File: config.mk
export PLATFORM = sky130hd
export DESIGN_NAME = fetch_unit
export DESIGN_NICKNAME = d
export VERILOG_FILES = /design/src/rtl/fetch_unit.sv
export SDC_FILE = /design/constraint.sdc
export NUM_CORES = 1
export LEC_CHECK = 0
export CELL_PAD_IN_SITES_DETAIL_PLACEMENT = 1
export CELL_PAD_IN_SITES_GLOBAL_PLACEMENT = 1
export CORE_MARGIN = 8
export CORE_UTILIZATION = 32
export CTS_CLUSTER_DIAMETER = 50
export DETAILED_ROUTE_END_ITERATION = 10
export PLACE_DENSITY = 0.9
export SLEW_MARGIN = 20
export SYNTH_ARGS = -nofsm -noshare
export SYNTH_HDL_FRONTEND = slang
export SYNTH_SLANG_ARGS = --single-unit
File: constraint.sdc
create_clock -name clk -period 2.2 [get_ports clk]
set_clock_uncertainty 0.15 [all_clocks]
set_input_delay 0.44 -clock clk [delete_from_list [all_inputs] [get_ports clk]]
set_output_delay 0.44 -clock clk [all_outputs]
set_load 0.05 [all_outputs]
File: src/rtl/fetch_unit.sv
// Instruction fetch: owns the PC, drives combinational imem address, fills IF/ID one edge after PC=A.
// Stall holds PC and IF/ID; a redirect overrides stall and costs exactly one bubble.
module fetch_unit #(
    parameter int unsigned             ADDR_W   = 8,
    parameter logic [ADDR_W-1:0]       RESET_PC = '0,
    parameter int unsigned             CNT_W    = 16
) (
    input  logic              clk,
    input  logic              rst_n,
    input  logic              stall,
    input  logic              redirect_valid,
    input  logic [ADDR_W-1:0] redirect_target,
    output logic [ADDR_W-1:0] instraddr,
    input  logic [31:0]       instrcode,
    output logic [31:0]       if_id_instr,
    output logic [ADDR_W-1:0] if_id_pc,
    output logic              if_id_valid,
    output logic              misalign_err,
    output logic [CNT_W-1:0]  fetch_count
);

    localparam logic [31:0] NOP = 32'h0000_0013;

    typedef enum logic {
        BOOT = 1'b0,
        RUN  = 1'b1
    } state_t;

    state_t              r_state;
    logic [ADDR_W-1:0]   r_pc;
    logic [31:0]         r_if_id_instr;
    logic [ADDR_W-1:0]   r_if_id_pc;
    logic                r_if_id_valid;
    logic                r_misalign;
    logic [CNT_W-1:0]    r_count;

    state_t              w_state_nxt;
    logic [ADDR_W-1:0]   w_pc_nxt;
    logic [31:0]         w_instr_nxt;
    logic [ADDR_W-1:0]   w_if_id_pc_nxt;
    logic                w_valid_nxt;
    logic                w_misalign_nxt;
    logic [CNT_W-1:0]    w_count_nxt;
    logic                w_load;

    always_ff @(posedge clk or negedge rst_n) begin
        if (!rst_n) begin
            r_state       <= BOOT;
            r_pc          <= RESET_PC;
            r_if_id_instr <= NOP;
            r_if_id_pc    <= '0;
            r_if_id_valid <= 1'b0;
            r_misalign    <= 1'b0;
            r_count       <= '0;
        end else begin
            r_state       <= w_state_nxt;
            r_pc          <= w_pc_nxt;
            r_if_id_instr <= w_instr_nxt;
            r_if_id_pc    <= w_if_id_pc_nxt;
            r_if_id_valid <= w_valid_nxt;
            r_misalign    <= w_misalign_nxt;
            r_count       <= w_count_nxt;
        end
    end

    always_comb begin
        w_state_nxt    = r_state;
        w_pc_nxt       = r_pc;
        w_instr_nxt    = r_if_id_instr;
        w_if_id_pc_nxt = r_if_id_pc;
        w_valid_nxt    = r_if_id_valid;
        w_misalign_nxt = r_misalign;
        w_load         = 1'b0;
        unique case (r_state)
            // One edge of settled address before the first real fetch; redirects are dropped here.
            BOOT: w_state_nxt = RUN;
            RUN: begin
                if (redirect_valid) begin
                    w_pc_nxt    = {redirect_target[ADDR_W-1:2], 2'b00};
                    w_valid_nxt = 1'b0;
                    w_instr_nxt = NOP;
                    if (redirect_target[1:0] != 2'b00) begin
                        w_misalign_nxt = 1'b1;
                    end
                end else if (!stall) begin
                    w_load         = 1'b1;
                    w_instr_nxt    = instrcode;
                    w_if_id_pc_nxt = r_pc;
                    w_valid_nxt    = 1'b1;
                    w_pc_nxt       = r_pc + ADDR_W'(4);
                end
            end
            default: w_state_nxt = BOOT;
        endcase
    end

    always_comb begin
        w_count_nxt = r_count;
        if (w_load && (r_count != {CNT_W{1'b1}})) begin
            w_count_nxt = r_count + 1'b1;
        end
    end

    assign instraddr    = r_pc;
    assign if_id_instr  = r_if_id_instr;
    assign if_id_pc     = r_if_id_pc;
    assign if_id_valid  = r_if_id_valid;
    assign misalign_err = r_misalign;
    assign fetch_count  = r_count;

endmodule

==> metrics.log, run 1 <==
INFO  metric clock_latency = 0.33 ns
INFO  metric max_slew_margin = 64.6%
INFO  metric place_congestion = 0.779
INFO  metric starting_density_of_the_core = 32.7%
INFO  metric worst_setup_hold_path_clk_slew = 0.07 ns
INFO  metric hold_depth = 1
INFO  metric asyncSetResetFlopFracSynth = 100%
INFO  metric worst-endpoint-required = 1.61 ns
INFO  metric buffer_ports.inserted = 105
INFO  metric core_area = 0.00818 mm²
INFO  metric grt_max_degree = 64
INFO  metric final_min_period_over_clock_period = 97.6%
INFO  metric synth-seq-cells = 63
INFO  metric multi_input_area = 0.00102 mm²
INFO  metric die-width = 107 µm
INFO  metric syn_avg_cell_area = 11.4 µm²
INFO  metric final_period_minus_worst_setup_slack = 2.15 ns
INFO  metric synth_edf_count = 0
INFO  metric synthFlopType = sky130_fd_sc_hd__dfrtp_1
INFO  metric synth_warnings = 0
INFO  metric post_drt_wl_per_cell = 18.0 µm
INFO  metric critPathMaxFanout = 4
INFO  metric cts.path.max_buffers = 2
INFO  metric synth.cells.most_frequent = 60 x sky130_fd_sc_hd__dfrtp_1, 31 x sky130_fd_sc_hd__a22o_1, 31 x sky130_fd_sc_hd__nand2_1, 11 x sky130_fd_sc_hd__nor2_1, 9 x sky130_fd_sc_hd__clkbuf_1
INFO  metric final_antenna_net_count = 0
INFO  metric num_io_pins = 110
INFO  metric power.density_cell_area = 869 mW/mm²
INFO  metric startpoint_type = flop
INFO  metric syn_inst = 235
INFO  metric finish_stage_setup_viols = 0
INFO  metric ys_types = 40
INFO  metric clkSinkCount = 63
INFO  metric sequential_element_share_of_the_synthesized_area = 59.0%
INFO  metric cp_num_cells = 1
INFO  metric grt_first_pass_wirelength = 13.4 mm
INFO  metric vdd_ir_drop_max = 0.380 mV
INFO  metric route.vias.total = 2273
INFO  metric cts_tree = built
INFO  metric timing.final.max_slew_violations = 0
INFO  metric netlist.area_leader.share = 56.1%
INFO  metric report.final.hold_viol_count = 0
INFO  metric instances_no_fill = 464
INFO  metric placement_rows = 33
INFO  metric cp.buffers_inverters = 1
INFO  metric cts_made_buffers = 9
INFO  metric critPathSlowestCell = sky130_fd_sc_hd__clkdlybuf4s50_1
INFO  metric synth.area.top_cells = sky130_fd_sc_hd__dfrtp_1 56%, sky130_fd_sc_hd__a22o_1 10%, sky130_fd_sc_hd__nand2_1 4.3%
INFO  metric setup.worst_path.class = flop to output pin
INFO  metric timing.critical_path.to = fetch_count[4]
INFO  metric initialDrtViolationCount = 62
INFO  metric critical_path.cell_chain = clkdlybuf4s50_1
INFO  metric critPathCaptureType = output pin
INFO  metric area_added_between_synthesis_and_finish = 54.2%
INFO  metric synth.largest_area_cell = sky130_fd_sc_hd__dfrtp_1
INFO  metric drc_errors = 0
INFO  metric place.detailed.instances = 447
INFO  metric worstRegToRegCells = 5
INFO  metric htree_levels = 3
INFO  metric clock_tree_root_driver_cell = sky130_fd_sc_hd__clkbuf_8
INFO  metric final_net_count = 400
INFO  metric place_hpwl = 6.25 mm
INFO  metric timing_worst_slew_pin_value = 0.529 ns
INFO  metric wirelength = 8.36 mm
INFO  metric synthesis.area = 0.00268 mm²
INFO  metric initial_antenna_violation_count = 0
INFO  metric dp_slack = -0.304 ns
INFO  metric fill_cells = 885
INFO  metric dr.pass1.iters = 4
INFO  metric critical_path_arrival = 1.56 ns
INFO  metric count_of_max_cap_constraint_violations = 0
INFO  metric post_route_cells_drive_above_1_share = 17.3%
INFO  metric grt_pass1_vias = 2542
INFO  metric post-route-worst-setup-slack = 0.0530 ns
INFO  metric maxClockFrequency = 0.466 GHz
INFO  metric gr-usage-all-layers = 14.8%
INFO  metric via_per_inst = 4.90
INFO  metric dieArea = 0.0115 mm²
INFO  metric crit-reg2reg-launch = fetch_count[1]
INFO  metric totalPowerFinal = 0.00359 W
INFO  metric crit_path_max_incr_delay = 0.83 ns
INFO  metric overflow = 0
INFO  metric outcome = finished, final reports clean
INFO  metric worst-r2r-setup-slack = 0.20 ns
INFO  metric worst_hold_slack = 0.342 ns
INFO  metric chipHeight = 107 µm
INFO  metric n_antenna_cell = 0
INFO  metric rr_endpoint = fetch_count[1]
INFO  metric static-leakage-power = 1.90 nW
INFO  metric critPathTopFamily = buffers and inverters
INFO  metric min-delay-path-class = flop to flop
INFO  metric setup.worst_path.start = fetch_count[4]
INFO  metric rsz0062_at_grt = false
INFO  metric final-seq-area = 0.00158 mm²
INFO  metric synth.most_common_cell = sky130_fd_sc_hd__dfrtp_1
## per-layer routing
layer | global-route usage, % | part of all wire (%) | up-vias
met5 | 0 | 0 | -
met4 | 3.27 | 0.67 | 0
met3 | 6.77 | 7.7 | 6
met2 | 25.9 | 51 | 64
met1 | 16.0 | 41 | 1130
li1 | - | - | 1073
## final cells by class
cell class / count / share of cell area, %
Inverter: 5 / 0.455
Timing Repair Buffer: 121 / 28.6
Clock inverter: 6 / 1.46
Tap cell: 105 / 3.18
Clock buffer: 10 / 3.34
Multi-Input combinational cell: 154 / 24.6
Sequential cell: 63 / 38.4
## placed cells by master (no fill, tap or decap), types with 2 or more instances in the layout
cell type	count
sky130_fd_sc_hd__nand4_1	5
sky130_fd_sc_hd__conb_1	5
sky130_fd_sc_hd__dfstp_2	3
sky130_fd_sc_hd__nor4_1	3
sky130_fd_sc_hd__ha_1	2
sky130_fd_sc_hd__a31oi_1	2
sky130_fd_sc_hd__nor2_1	11
sky130_fd_sc_hd__clkinvlp_4	2
sky130_fd_sc_hd__o41ai_1	2
sky130_fd_sc_hd__xnor2_1	5
sky130_fd_sc_hd__a22o_1	31
sky130_fd_sc_hd__o22ai_1	4
sky130_fd_sc_hd__dfrtp_2	3
sky130_fd_sc_hd__dlymetal6s2s_1	5
sky130_fd_sc_hd__buf_12	3
sky130_fd_sc_hd__dfrtp_1	57
sky130_fd_sc_hd__xor2_1	7
sky130_fd_sc_hd__nand2_1	31
sky130_fd_sc_hd__nand3_1	6
sky130_fd_sc_hd__o21ai_0	6
sky130_fd_sc_hd__or2_2	2
sky130_fd_sc_hd__clkinv_2	3
sky130_fd_sc_hd__a21oi_1	8
sky130_fd_sc_hd__dlygate4sd2_1	2
sky130_fd_sc_hd__buf_4	27
sky130_fd_sc_hd__nor3_1	5
sky130_fd_sc_hd__clkdlybuf4s50_1	82
sky130_fd_sc_hd__mux2i_1	2
sky130_fd_sc_hd__inv_1	5
sky130_fd_sc_hd__clkbuf_8	10
## metrics by stage
step	setup TNS (ns)	util [%]	cell area [µm²]
final	0	50.5	4130
after global routing	0	50.5	4130
after CTS	0	50.3	4110
after detailed placement	-2.93	47.8	3900
after global placement	-2.10	47.8	3900
after floorplan	0	-	2690
## logic make-up after synthesis
kind of cell	count (synthesis)	share of synthesized area [%]
adders and majority gates	2	0.935
and+or+nand+nor	75	14.9
DFF	63	59.0
AOI/OAI and AO/OA	56	15.6
buffers and inverters	21	3.74
other	2	0.281
muxes	4	1.59
xor gates and xnor gates	12	3.93
## registers in the layout, summed over array words and instances (netlist names)
signal / flops
if_id_pc: 6
if_id_instr: 32
r_state: 1
misalign_err: 1
fetch_count: 16
if_id_valid: 1
instraddr: 6
## how the worst min path moves through the flow
stage / startpoint / end / slack, ns
after floorplan: rst_n / fetch_count[0] / -0.006
after global placement: misalign_err / misalign_err / 0.31
after detailed placement: misalign_err / misalign_err / 0.32
after CTS: misalign_err / misalign_err / 0.34
after global routing: if_id_instr[18] / if_id_instr[18] / 0.37
final: misalign_err / misalign_err / 0.34
## repair_timing
action,4_1_cts,5_1_grt
gates cloned,0,0
setup buffers,0,0
gates resized for setup,2,6
setup endpoints to repair,2,6
hold endpoints to repair,60,0
hold buffers,1,0
## where the power goes
group          internal, W  switching (W)  total, W
registers          0.00130       0.000144   0.00145
clock network     0.000547       0.000447  0.000995
logic             0.000403       0.000741   0.00114
total              0.00225        0.00133   0.00359
(Power assumes the default switching activity.)
==> run 2, diff against run 1 <==
Settings changed: SETUP_SLACK_MARGIN from default to 0.2.
==> run 2 against run 1 <==
Net effect: combinational power fell by 4%; sequential share of layout area rose by 0.49 points; sequential power barely moved; largest power group unchanged; flip-flop and latch count did not move; routed wire length rose by 1.9%; non-clock buffer count rose by 2; first-iteration DRC count fell by 44%; cell count rose by 0.43%; highest routed layer unchanged; die area did not move; cell area fell by 0.64%; worst setup slack improved by 0.18 ns; count of clock-buffer cells in the layout rose by 2.
==> metrics.log, run 2 (synthesis gave the netlist of run 1 again) <==
INFO  metric via_per_inst = 5.03
INFO  metric maxClockFrequency = 0.507 GHz
INFO  metric cts_made_buffers = 9
INFO  metric num_io_pins = 110
INFO  metric post_drt_wl_per_cell = 18.3 µm
INFO  metric report.final.hold_viol_count = 0
INFO  metric gr-usage-all-layers = 15.1%
INFO  metric max_slew_margin = 63.1%
INFO  metric largest_reg_flops = 32
INFO  metric fill_cells = 888
INFO  metric dr.pass1.iters = 4
INFO  metric timing_worst_slew_pin_value = 0.554 ns
INFO  metric htree_levels = 3
INFO  metric place_hpwl = 6.48 mm
INFO  metric startpoint_type = primary input
INFO  metric timing.final.max_slew_violations = 0
INFO  metric critical_path_arrival = 2.06 ns
INFO  metric drc_errors = 0
INFO  metric sequentialPowerShare = 39.6%
INFO  metric power.density_cell_area = 884 mW/mm²
INFO  metric grt_pass1_vias = 2654
INFO  metric rsz0062_at_grt = true
INFO  metric hold_start = if_id_pc[6]
INFO  metric grt_max_degree = 29
INFO  metric vdd_ir_drop_max = 0.363 mV
INFO  metric layout_commonest_cell = sky130_fd_sc_hd__dlygate4sd2_1
INFO  metric final_antenna_net_count = 0
INFO  metric critical_path.cell_chain = clkdlybuf4s50_1 > or4b_4 > buf_4 > nor3_1 > xor2_1
INFO  metric final_period_minus_worst_setup_slack = 1.97 ns
INFO  metric dieArea = 0.0115 mm²
INFO  metric route.vias.total = 2345
INFO  metric critPathMaxFanout = 4
INFO  metric power_switching = 0.00131 W
INFO  metric worst-endpoint-required = 2.29 ns
INFO  metric buffer_ports.inserted = 105
INFO  metric crit_path_max_incr_delay = 0.60 ns
INFO  metric crit-reg2reg-launch = fetch_count[1]
INFO  metric grt_first_pass_wirelength = 13.8 mm
INFO  metric outcome = finished, final reports clean
INFO  metric instances_no_fill = 466
INFO  metric n_antenna_cell = 0
INFO  metric placement_rows = 33
INFO  metric area_added_between_synthesis_and_finish = 53.2%
INFO  metric post-route-worst-setup-slack = 0.229 ns
INFO  metric clkSinkCount = 63
INFO  metric min-delay-path-class = flop to flop
INFO  metric final_min_period_over_clock_period = 89.6%
INFO  metric chipHeight = 107 µm
INFO  metric setup.worst_path.class = primary input to flop
INFO  metric place.detailed.instances = 448
INFO  metric core_area = 0.00818 mm²
INFO  metric overflow = 0
INFO  metric cts_tree = built
INFO  metric count_of_max_cap_constraint_violations = 0
INFO  metric dp_slack = -0.290 ns
INFO  metric static-leakage-power = 2.01 nW
INFO  metric setup.worst_path.start = redirect_valid
INFO  metric initial_antenna_violation_count = 0
INFO  metric worst_setup_hold_path_clk_slew = 0.07 ns
INFO  metric pwr-share-clk = 30.4%
INFO  metric power.share.combinational = 30.0%
INFO  metric finish_stage_setup_viols = 0
INFO  metric cts.path.max_buffers = 2
INFO  metric clock_tree_root_driver_cell = sky130_fd_sc_hd__clkbuf_8
INFO  metric critPathSlowestCell = sky130_fd_sc_hd__or4b_4
INFO  metric final_cell_mix = 51 x sky130_fd_sc_hd__dlygate4sd2_1, 49 x sky130_fd_sc_hd__dfrtp_1, 41 x sky130_fd_sc_hd__clkdlybuf4s50_1
INFO  metric post_route_cells_drive_above_1_share = 19.4%
INFO  metric wirelength = 8.53 mm
INFO  metric starting_density_of_the_core = 32.7%
INFO  metric worst_hold_slack = 0.316 ns
INFO  metric critPathCaptureType = flop
INFO  metric p_int = 0.00231 W
INFO  metric final_core_util = 50.2%
INFO  metric initialDrtViolationCount = 35
INFO  metric place_congestion = 0.771
INFO  metric clock_latency = 0.33 ns
INFO  metric swShare = 36.2%
INFO  metric die-width = 107 µm
INFO  metric final_net_count = 402
run 2: changes by cell type in the layout (fill, tap and decap cells not counted), sizes merged, moves of 2 or more:
cell / previous run / this run
dlymetal6s2s: 5 / 0
clkdlybuf4s50: 82 / 41
clkinvlp: 2 / 0
clkbuf: 10 / 12
dlygate4sd2: 2 / 51
run 2: through the flow:
step                area (µm²)  total power, W  setup TNS [ns]
global route              4100         0.00380               0
detailed placement        3910         0.00262           -2.25
CTS                       4080         0.00367               0
global placement          3910         0.00258           -1.73
floorplan                 2710         0.00214               0
finish                    4100         0.00362               0
run 2: critical path, delay by kind of cell:
kind / cells / cell delay (ns)
xor gates and xnor gates: 1 / 0.19
buffers and inverters: 2 / 0.62
and+or+nand+nor: 2 / 0.80
run 2: final cells by class:
| type | count | area [µm²] | share of cell area [%] |
|---|---|---|---|
| inverters | 5 | 18.8 | 0.458 |
| clock buffers | 12 | 145 | 3.54 |
| well taps | 105 | 131 | 3.20 |
| clock inverters | 4 | 70.1 | 1.71 |
| flip-flops and latches | 63 | 1590 | 38.9 |
| multi-input cells | 154 | 1040 | 25.3 |
| repair buffers | 123 | 1100 | 26.9 |
run 2: layer usage:
layer | part of all wire, % | global-route usage (%) | up-vias | wire [µm]
met4 | 1.6 | 5.85 | 0 | 136
li1 | - | - | 1077 | -
met2 | 50 | 25.2 | 86 | 4230
met3 | 8.1 | 5.51 | 9 | 694
met5 | 0 | 0 | - | 0
met1 | 41 | 17.3 | 1173 | 3470
run 2: path summary, 6_finish.rpt:
path / end / slack (ns) / cells past startpoint
worst max register to register: fetch_count[0] / 0.29 / 6
max in group asynchronous: if_id_instr[21] / 0.71 / 3
worst min-delay path: if_id_pc[6] / 0.32 / 2
worst max-delay path: fetch_count[5] / 0.23 / 5
min in group asynchronous: fetch_count[1] / 0.48 / 2
worst min register to register: if_id_pc[6] / 0.32 / 2
run 2: timing repair:
action	in CTS	in global routing
hold buffers	1	0
setup endpoints to repair	58	6
resized for setup	52	3
endpoints found under the hold margin	18	0
pin swaps	0	1
setup buffers	0	1
run 2: power groups by stage:
stage	Sequential [W]	Combinational (W)	Clock (W)
4_1_cts	0.00144	0.00110	0.00114
5_1_grt	0.00146	0.00115	0.00119
3_3_place_gp	0.00145	0.00113	0
3_5_place_dp	0.00146	0.00116	0
6_report	0.00144	0.00109	0.00110
2_1_floorplan	0.00191	0.000227	0
==> run 3, diff against run 2 <==
Settings changed: CORE_UTILIZATION 32 to 35, CTS_CLUSTER_SIZE from default to 12, PLACE_DENSITY 0.9 to 0.95.
Clock period 2.2 ns to 2.46 ns, I/O delays scaled along.
==> run 3 against run 2 <==
Net effect: worst setup slack better by 0.023 ns; die area fell by 7.3%; core utilization is 4.0 points higher; critical path depth fell by 4; cell count down 1.5%; sequential power fell by 10%; flip-flop and latch count unchanged; count of clock-buffer cells in the layout did not move; first-iteration DRC count decreased by 2.9%; combinational power is 8% lower; non-clock buffer count shrank 4; hold slack got worse by 0.29 ns; critical endpoint is now fetch_count[1].
==> metrics.log, run 3 (synthesis gave the netlist of run 1 again) <==
INFO  metric outcome = finished, final reports clean
INFO  metric timing_worst_slew_pin_value = 0.531 ns
INFO  metric final.setup.tns = 0 ns
INFO  metric chipHeight = 103 µm
INFO  metric wirelength = 8.66 mm
INFO  metric crit_path_max_incr_delay = 0.83 ns
INFO  metric n_antenna_cell = 0
INFO  metric final_min_period_over_clock_period = 89.8%
INFO  metric cp.buffers_inverters = 1
INFO  metric report.final.hold_viol_count = 0
INFO  metric grt_pass1_vias = 2682
INFO  metric critPathMaxFanout = 4
INFO  metric min-delay-path-class = primary input to async pin
INFO  metric final_cell_mix = 82 x sky130_fd_sc_hd__clkdlybuf4s50_1, 60 x sky130_fd_sc_hd__dfrtp_1, 31 x sky130_fd_sc_hd__nand2_1, 31 x sky130_fd_sc_hd__a22o_1, 17 x sky130_fd_sc_hd__dlygate4sd2_1
INFO  metric critPathSlowestCell = sky130_fd_sc_hd__clkdlybuf4s50_1
INFO  metric cp_num_cells = 1
INFO  metric cts_setup_buffers = 0
INFO  metric final_net_count = 398
INFO  metric htree_levels = 3
INFO  metric final_antenna_net_count = 0
INFO  metric overflow = 0
INFO  metric clock_latency = 0.34 ns
INFO  metric num_io_pins = 110
INFO  metric route.vias.total = 2323
INFO  metric timing.final.max_slew_violations = 0
INFO  metric count_of_max_cap_constraint_violations = 0
INFO  metric place_hpwl = 6.52 mm
INFO  metric initial_antenna_violation_count = 0
INFO  metric crit-reg2reg-launch = r_state
INFO  metric critPathTopFamily = buffers and inverters
INFO  metric cts_made_buffers = 9
INFO  metric maxClockFrequency = 0.453 GHz
INFO  metric final_period_minus_worst_setup_slack = 2.21 ns
INFO  metric post_drt_wl_per_cell = 18.9 µm
INFO  metric critical_path_arrival = 1.57 ns
INFO  metric startpoint_type = flop
INFO  metric core_area = 0.00757 mm²
INFO  metric worstRegToRegCells = 5
INFO  metric cts_tree = built
INFO  metric rr_endpoint = fetch_count[6]
INFO  metric power.density_cell_area = 793 mW/mm²
INFO  metric drc_errors = 0
INFO  metric setup.worst_path.class = flop to output pin
INFO  metric grt_first_pass_wirelength = 13.7 mm
INFO  metric dieArea = 0.0107 mm²
INFO  metric post-route-worst-setup-slack = 0.252 ns
INFO  metric worst-r2r-setup-slack = 0.47 ns
INFO  metric setup.worst_path.start = fetch_count[1]
INFO  metric static-leakage-power = 1.94 nW
INFO  metric starting_density_of_the_core = 35.4%
INFO  metric clkSinkCount = 63
INFO  metric largest_reg_flops = 32
INFO  metric place_congestion = 0.784
INFO  metric critPathCaptureType = output pin
INFO  metric layout_commonest_cell = sky130_fd_sc_hd__clkdlybuf4s50_1
INFO  metric rsz0062_at_grt = false
INFO  metric buffer_ports.inserted = 105
INFO  metric worst_setup_hold_path_clk_slew = 0.07 ns
INFO  metric initialDrtViolationCount = 34
INFO  metric timing.critical_path.to = fetch_count[1]
INFO  metric grt_max_degree = 37
INFO  metric gr-usage-all-layers = 16.7%
INFO  metric cts.path.max_buffers = 2
INFO  metric area_added_between_synthesis_and_finish = 53.2%
INFO  metric via_per_inst = 5.06
INFO  metric dr.pass1.iters = 4
INFO  metric post_dp_cell_area = 0.00390 mm²
INFO  metric worst-endpoint-required = 1.82 ns
INFO  metric fin_area = 0.00410 mm²
INFO  metric dp_slack = -0.0722 ns
INFO  metric post_route_cells_drive_above_1_share = 11.2%
INFO  metric finish_stage_setup_viols = 0
INFO  metric die-width = 103 µm
INFO  metric clock_tree_root_driver_cell = sky130_fd_sc_hd__clkbuf_8
INFO  metric max_slew_margin = 64.5%
INFO  metric critical_path.cell_chain = clkdlybuf4s50_1
INFO  metric placement_rows = 32
INFO  metric vdd_ir_drop_max = 0.322 mV
## run 3: timing repair
| item | CTS | global route |
|---|---|---|
| hold buffers | 0 | 0 |
| resized for setup | 17 | 6 |
| endpoints found under the setup margin | 17 | 7 |
## run 3: worst min-delay path by stage
stage                 startpoint               to  slack [ns]  cells after the start
floorplan                  rst_n   fetch_count[0]        0.05                      0
global placement    misalign_err     misalign_err        0.31                      1
detailed placement  misalign_err     misalign_err        0.32                      1
CTS                        rst_n   fetch_count[8]        0.02                      2
global route               rst_n  fetch_count[15]        0.05                      2
finish                     rst_n      if_id_valid        0.02                      2
## run 3: power breakdown
part | internal, W | total [W] | switching [W]
clock | 0.000569 | 0.000962 | 0.000393
sequential | 0.00116 | 0.00129 | 0.000129
combinational | 0.000336 | 0.00100 | 0.000664
## run 3: layer usage
layer	wire length (µm)	global-route usage, %
met1	3350	18.3
met3	725	5.35
met2	4470	28.9
met5	0	0
met4	106	7.34
## run 3: cell type report
cell class / instances / area, µm²
clock buffer: 12 / 135
clock inverter: 4 / 70.1
fill: 809 / 3470
inverter: 5 / 18.8
multi-input combinational: 154 / 1010
sequential: 63 / 1580
tap: 102 / 128
timing repair buffer: 119 / 1150
## run 3: stage by stage
stage | hold slack (ns) | util (%) | total power, W | instances
CTS | 0.0229 | 54.0 | 0.00329 | 459
floorplan | 0.0464 | - | 0.00190 | 238
global route | 0.0482 | 54.2 | 0.00339 | 459
finish | 0.0215 | 54.2 | 0.00325 | 459
global placement | 0.311 | 51.6 | 0.00231 | 443
detailed placement | 0.323 | 51.6 | 0.00235 | 443
